[src/rtl/num_display.sv]
// Binary-to-BCD display driver: sequential double-dabble conversion of Num
// feeding a 4-digit multiplexed, active-low 7-segment display with leading-zero blanking.
module num_display #(
    parameter int unsigned REFRESH_DIV = 100_000
) (
    input  logic        clk,
    input  logic        rst_n,
    input  logic [7:0]  Num,
    output logic [3:0]  an,
    output logic [6:0]  seg,
    output logic        dp,
    output logic [11:0] bcd,
    output logic        busy
);

    typedef enum logic [1:0] {IDLE, LOAD, SHIFT, DONE} state_t;

    localparam int unsigned CW = (REFRESH_DIV > 1) ? $clog2(REFRESH_DIV) : 1;

    state_t        state;
    logic [7:0]    num_q;
    logic [7:0]    last_conv;
    logic [7:0]    conv_val;
    logic [7:0]    sh;
    logic [11:0]   scratch;
    logic [2:0]    iter;
    logic [11:0]   adjusted;
    logic [19:0]   shifted;
    logic [CW-1:0] refresh_cnt;
    logic [1:0]    idx;
    logic [3:0]    digit;
    logic          show;
    logic [3:0]    an_next;
    logic [6:0]    seg_next;

    function automatic logic [3:0] add3(input logic [3:0] d);
        return (d >= 4'd5) ? d + 4'd3 : d;
    endfunction

    function automatic logic [6:0] seg7(input logic [3:0] d);
        logic [6:0] s;
        case (d)
            4'd0:    s = 7'b1000000;
            4'd1:    s = 7'b1111001;
            4'd2:    s = 7'b0100100;
            4'd3:    s = 7'b0110000;
            4'd4:    s = 7'b0011001;
            4'd5:    s = 7'b0010010;
            4'd6:    s = 7'b0000010;
            4'd7:    s = 7'b1111000;
            4'd8:    s = 7'b0000000;
            4'd9:    s = 7'b0010000;
            default: s = 7'b1111111;
        endcase
        return s;
    endfunction

    always_ff @(posedge clk or negedge rst_n) begin
        if (!rst_n) num_q <= '0;
        else        num_q <= Num;
    end

    always_comb begin
        adjusted = {add3(scratch[11:8]), add3(scratch[7:4]), add3(scratch[3:0])};
        shifted  = {adjusted, sh} << 1;
    end

    // busy mirrors (state != IDLE) but is registered alongside the state transitions
    always_ff @(posedge clk or negedge rst_n) begin
        if (!rst_n) begin
            state     <= IDLE;
            busy      <= 1'b0;
            bcd       <= '0;
            last_conv <= '0;
            conv_val  <= '0;
            sh        <= '0;
            scratch   <= '0;
            iter      <= '0;
        end else begin
            case (state)
                IDLE: begin
                    if (num_q != last_conv) begin
                        state <= LOAD;
                        busy  <= 1'b1;
                    end
                end
                LOAD: begin
                    sh       <= num_q;
                    conv_val <= num_q;
                    scratch  <= '0;
                    iter     <= '0;
                    state    <= SHIFT;
                end
                SHIFT: begin
                    {scratch, sh} <= shifted;
                    iter          <= iter + 3'd1;
                    if (iter == 3'd7) state <= DONE;
                end
                DONE: begin
                    bcd       <= scratch;
                    last_conv <= conv_val;
                    busy      <= 1'b0;
                    state     <= IDLE;
                end
                default: state <= IDLE;
            endcase
        end
    end

    always_ff @(posedge clk or negedge rst_n) begin
        if (!rst_n) begin
            refresh_cnt <= '0;
            idx         <= '0;
        end else if (refresh_cnt == CW'(REFRESH_DIV - 1)) begin
            refresh_cnt <= '0;
            idx         <= idx + 2'd1;
        end else begin
            refresh_cnt <= refresh_cnt + 1'b1;
        end
    end

    // Tens blank only when hundreds is also zero, so an interior zero stays visible
    always_comb begin
        digit = bcd[3:0];
        show  = 1'b1;
        case (idx)
            2'd0: begin
                digit = bcd[3:0];
                show  = 1'b1;
            end
            2'd1: begin
                digit = bcd[7:4];
                show  = (bcd[11:4] != 8'd0);
            end
            2'd2: begin
                digit = bcd[11:8];
                show  = (bcd[11:8] != 4'd0);
            end
            default: show = 1'b0;
        endcase
        an_next  = show ? ~(4'b0001 << idx) : 4'b1111;
        seg_next = show ? seg7(digit) : 7'b1111111;
    end

    always_ff @(posedge clk or negedge rst_n) begin
        if (!rst_n) begin
            an  <= 4'b1111;
            seg <= 7'b1111111;
        end else begin
            an  <= an_next;
            seg <= seg_next;
        end
    end

    assign dp = 1'b1;

endmodule

[config.mk]
export PLATFORM = sky130hd
export DESIGN_NAME = num_display
export DESIGN_NICKNAME = d
export VERILOG_FILES = /design/src/rtl/num_display.sv
export SDC_FILE = /design/constraint.sdc
export NUM_CORES = 1
export LEC_CHECK = 0
export ABC_AREA = 1
export ABC_CLOCK_PERIOD_IN_PS = 3600
export BUFFER_PORTS_ARGS = -buffer_cell sky130_fd_sc_hd__buf_4
export CAP_MARGIN = 20
export CELL_PAD_IN_SITES_DETAIL_PLACEMENT = 0
export CELL_PAD_IN_SITES_GLOBAL_PLACEMENT = 1
export CORE_MARGIN = 2
export CORE_UTILIZATION = 30
export DETAILED_ROUTE_END_ITERATION = 12
export PLACE_DENSITY = 0.62
export SLEW_MARGIN = 20
export SYNTH_ARGS = -nofsm -noshare
export SYNTH_HDL_FRONTEND = slang
export SYNTH_SLANG_ARGS = --single-unit
[constraint.sdc]
create_clock -name clk -period 3.6 [get_ports clk]
set_input_delay 0.18 -clock clk [delete_from_list [all_inputs] [get_ports clk]]
set_output_delay 0.18 -clock clk [all_outputs]
set_load 0.005 [all_outputs]
-- Word-level counts from Yosys, hierarchy flattened
Memories as Yosys holds them, arrays and structs flattened.
Index checks and enable logic that the tools add are counted.
- $add $sub $neg: 6
- magnitude comparators: 3
- equality and inequality tests: 10
- shifts and indexed selects: 1
- multiplexer cells: 16
- bitwise logic cells: 1
- reductions and logical operators: 8
- operators by type and width (cell ; count):
    $pmux 12 s2 ; 1
    $add 17x1->17 const B ; 1
    $eq 17x17->1 const B ; 1
    $mux 17 ; 1
    $pmux 8 s2 ; 1
    $ge 4x3->1 const B ; 3
    $mux 4 ; 3
    $add 4x2->4 const B ; 2
    $ne 8x8->1 ; 1
    $pmux 2 s4 ; 1
    $pmux 4 s2 ; 1
    $reduce_bool 8->1 ; 1
    $mux 7 ; 1
    $eq 2x2->1 const B ; 3
    $pmux 3 s2 ; 1
    $eq 2x1->1 const B ; 2
    $logic_not 2->1 ; 2
    $mux 2 ; 2
    $ne 2x2->1 const B ; 2
    $not 4->4 ; 1
    $reduce_and 2->1 ; 2
    $reduce_bool 2->1 ; 2
    $reduce_bool 4->1 ; 1
    $shl 1x2->4 const A ; 1
    8 further kinds ; 8
- register bits after elaboration: 92
- bits in read-only memories: 112
- input port bits: 10
- output and inout bits: 25
- word-level logic and storage cells: 59
- memories: 1
- memories (memory ; words ; width ; rd ports ; clocked after Yosys merged registers in ; wr ports ; line ; text):
    (name not given) ; 16 ; 7 ; 1 ; 0 ; 0 ; 42 ; case (d)

-- Logic depth before layout (Yosys ltp)
An unclocked memory read counts as a cell.
- word-level depth: 4
- gate-level depth with buffers: 12
- gate-level depth less buffers: 11

-- Worst setup path before layout
OpenSTA, ideal clock, no wires.
- path type: flip-flop to flip-flop
- start point: register idx[0]
- end point: register seg[3]
- setup time: 0.081 ns
- arrival: 1.892 ns
- required time: 3.519 ns
- setup slack: 1.627 ns
- cell stages (with the launch flop): 11
- buffers on the path: 0
- clock period less this slack: 1.973 ns
- path through: dfrtp_1 > inv_1 > ha_1 > inv_2 > nand2_1 > a21boi_1 > ha_1 > inv_1 > nor2_1 > o21ai_0 > nand2_1
- longest elaborated chain between the ends: 4
- elaborated cells on any way between the ends: 7
- classes of those cells: eq/ne: 2; mux: 3; reduce/logical: 1; memory: 1
- RTL lines (element ; line ; text):
    start: declaration ; 30 ; logic [1:0] idx;
    start signal: assignment ; 116 ; idx <= idx + 2'd1;
    $eq 2x2->1 / $eq 2x1->1 (equally long branches) ; 126 ; case (idx)
    $pmux 4 s2 ; 126 ;
    $mem_v2 16x7 ; -- ;
    $mux 7 * ; 142 ; seg_next = show ? seg7(digit) : 7'b1111111;
    named net seg_next[3] ; 34 ; logic [6:0] seg_next;
    end signal: assignment ; 151 ; seg <= seg_next;
    end: declaration ; 10 ; output logic [6:0] seg,
Mark *: on every way through the listed nets, which the timed path passes. The rest lies on a longest branch.
A chain may end at the register's enable or synchronous reset.

-- Final worst setup path
Ends and elaborated chain as after synthesis.

==> reports/qor.csv <==
stage,metric,value,unit
status,outcome,completed,
setup_path,CP cell instances,"inv_1, ha_1, inv_2, nand2_1, a21boi_1, ha_1, inv_1, nor2_1, o21ai_0, nand2_1",
sta,"Setup violations, final",0,
layout,multi-input logic area,1730,sq um
logic_synthesis,synthesized cell area,4370,sq um
setup_path,kind of critical path,reg2reg,
sta,Clock Skews,0.00475,ns
setup_path,"Max FO, Critical Path",6,
hold_path,Hold Path Class,in2async,
logic_synthesis,Syn Inst Count,501,
setup_path,required time worst endpoint,3.87,ns
clocking,Root Driver,clkbuf_16,
setup_path,Reg2Reg Depth,10,
drt,vias per inst,4.48,
clocking,clock sinks,92,
setup_path,worst r2r src,idx[0],
sta,Slew Limit Fails,0,
logic_synthesis,post-synth cell types,33,
logic_synthesis,Synth warnings,0,
setup_path,buffers plus inverters on the worst setup path,3,
clocking,TritonCTS Buffers,9,
layout,FF+latch area,2320,sq um
logic_synthesis,Yosys top cell by area,dfrtp_1,
sta,max_slew headroom,0.572,
die,Boundary Pins,35,
logic_synthesis,syn_nets,534,
grt,number of global-route vias before repair,3352,
sta,Max Fclk,458,MHz
drt,WL final,9.06,mm
layout,NumNets Final,581,
drt,Vias,3301,
clocking,Clock Latency Late Sink,0.34,ns
setup_path,"CP delay by family, top",adder cells,
logic_synthesis,share of the synthesized area in the top cell type,0.464,
layout,Layout area overhead,19.7,%
drt,initial drt markers,207,
job,max cap viols,0,
power_and_ir_drop,VDD IR max,0.419,mV
logic_synthesis,Synth Area per Inst,8.72,sq um
setup_path,reg2reg end,seg[3],
drt,1st-pass router iterations,4,
drt,routed len/inst,12.3,microns
sta,final setup TNS,0,ns
logic_synthesis,sequential area share after synthesis,0.530,
sta,Fin. Hold Viols,0,
sta,unrepaired setup endpoints after global routing,no,
die,Rows,44,
logic_synthesis,register bit count reported by yosys,92,
clocking,clock-pin slew on the worst setup and hold paths,0.07,ns
place,Routability Congestion,0.769,
setup_path,CP arrival,2.46,ns
setup_path,max incr delay on CP,0.44,ns
power_and_ir_drop,PwrDens,658,nW/um^2
clocking,worst-case clock buffer depth,2,
clocking,Post-CTS Setup Inserts,0,
power_and_ir_drop,P_leak,2.54,nW
layout,FILL cells,1483,
drt,Post-DRT Antenna Nets,0,
clocking,htree depth,3,
clocking,CTS tree,built,
drt,DRC,0,
grt,grt ovf,0,
die,core footprint,14400,sq um
place,pre-CTS setup slack,1.41,ns
die,Die Wd,125,microns
grt,initial antenna violation count,0,
grt,largest net degree at the start of global routing,78,
layout,layout cell share with drive strength beyond 1,0.137,
sta,final worst slack,1.41,ns
sta,Tightest Pin Transition,0.642,ns
grt,first-pass GRT wire length,16.4,mm
layout,Diodes inserted,0,
setup_path,critical path's slowest cell,ha_1,
sta,Period minus WS final,2.19,ns
die,Die H,125,microns
clocking,PostCTS Resize Cnt,0,
die,die area,15600,sq um
sta,final period utilization,0.607,
setup_path,r2r setup slk,1.41,ns
grt,total track usage,0.128,
setup_path,crit path launch type,flip-flop,
setup_path,Setup crit end kind,flip-flop,
logic_synthesis,synth top area cells,"dfrtp_1 46%, nand2_1 9.6%, dfstp_2 6.6%",
die,Initial Utilization,0.304,
place,DP HPWL,6.36,mm
place,PortBufs,33,
[cell type report]
type,instances,area share
Clock buffer,10,0.0457
Clock inverter,6,0.00885
Inverter,75,0.0538
Multi-Input combinational cell,324,0.331
Sequential cell,92,0.443
Tap cell,184,0.0440
Timing Repair Buffer,46,0.0742
[cells in the mapped netlist, drive strengths merged]
| library cell | number |
|---|---|
| buf | 3 |
| a21boi | 2 |
| nand4 | 7 |
| nand2 | 112 |
| conb | 1 |
| o221ai | 2 |
| nor4 | 1 |
| dfstp | 11 |
| nor3 | 5 |
| mux2 | 1 |
| nor2 | 39 |
| xor2 | 8 |
| or2 | 7 |
| o22ai | 2 |
| o211ai | 4 |
| xnor2 | 6 |
| ha | 23 |
| a21oi | 26 |
| dfrtp | 81 |
| clkinv | 1 |
| clkbuf | 7 |
| inv | 74 |
| a22o | 2 |
| o21ai | 47 |
| nand3 | 29 |
[logic make-up after synthesis]
logic type,synth area share
flip-flops,0.530
buffers and inverters,0.0744
adder cells (fa/ha/maj),0.0658
XOR/XNOR,0.0281
other,0.000858
AO/OA/AOI/OAI,0.106
AND/OR/NAND/NOR,0.192
multiplexers,0.00258
[power breakdown]
group	leakage, nW	switching [W]	internal [W]
registers	1.15	0.000141	0.00131
logic	1.25	0.000651	0.000433
clock network	0.141	0.000415	0.000493
[placed cells by master (no fill, tap or decap), types with 11 or more instances in the layout]
| cell | count |
|---|---|
| o21ai_0 | 45 |
| a21oi_1 | 26 |
| buf_4 | 36 |
| nor2_1 | 38 |
| ha_1 | 23 |
| dfstp_2 | 11 |
| dfrtp_1 | 81 |
| nand2_1 | 112 |
| nand3_1 | 29 |
| inv_1 | 73 |
[sequential cells by signal, summed over array words and instances, names as in the netlist]
signal	flops
state	2
busy	1
sh	8
conv_val	8
num_q	8
scratch	12
iter	3
bcd	12
refresh_cnt	17
an	4
last_conv	8
seg	7
idx	2
[worst max-delay path by stage]
| stage | from | end | slack [ns] | depth (start not counted) |
|---|---|---|---|---|
| after floorplan | idx[0] | seg[3] | 1.63 | 10 |
| after global placement | idx[0] | seg[3] | 1.48 | 10 |
| after detailed placement | idx[0] | seg[3] | 1.41 | 10 |
| after CTS | idx[0] | seg[3] | 1.40 | 10 |
| after global routing | idx[0] | seg[3] | 1.15 | 10 |
| final | idx[0] | seg[3] | 1.41 | 10 |
[repair_timing]
| action | CTS | global route |
|---|---|---|
| hold buffers | 8 | 1 |
| endpoints found under the setup margin | 0 | 0 |
| endpoints found under the hold margin | 8 | 24 |
[per-stage QoR]
| stage | cells | power (W) | hold WS, ns | area [sq um] | utilization |
|---|---|---|---|---|---|
| 6_report | 737 | 0.00344 | 0.299 | 5230 | 0.364 |
| 5_1_grt | 737 | 0.00376 | 0.305 | 5230 | 0.364 |
| 4_1_cts | 735 | 0.00352 | 0.0404 | 5190 | 0.361 |
| 3_5_place_dp | 711 | 0.00258 | 0.290 | 4830 | 0.336 |
| 3_3_place_gp | 711 | 0.00255 | 0.290 | 4830 | 0.336 |
| 2_1_floorplan | 501 | 0.00219 | -0.116 | 4370 | - |
[per-layer routing]
| metal | GRT usage | up-vias | part of all wire |
|---|---|---|---|
| li1 | - | 1688 | - |
| met1 | 0.169 | 1564 | 0.49 |
| met2 | 0.204 | 39 | 0.47 |
| met3 | 0.0438 | 10 | 0.035 |
| met4 | 0.0297 | 0 | 0.010 |
| met5 | 0 | - | 0 |
(Power assumes the default switching activity.)
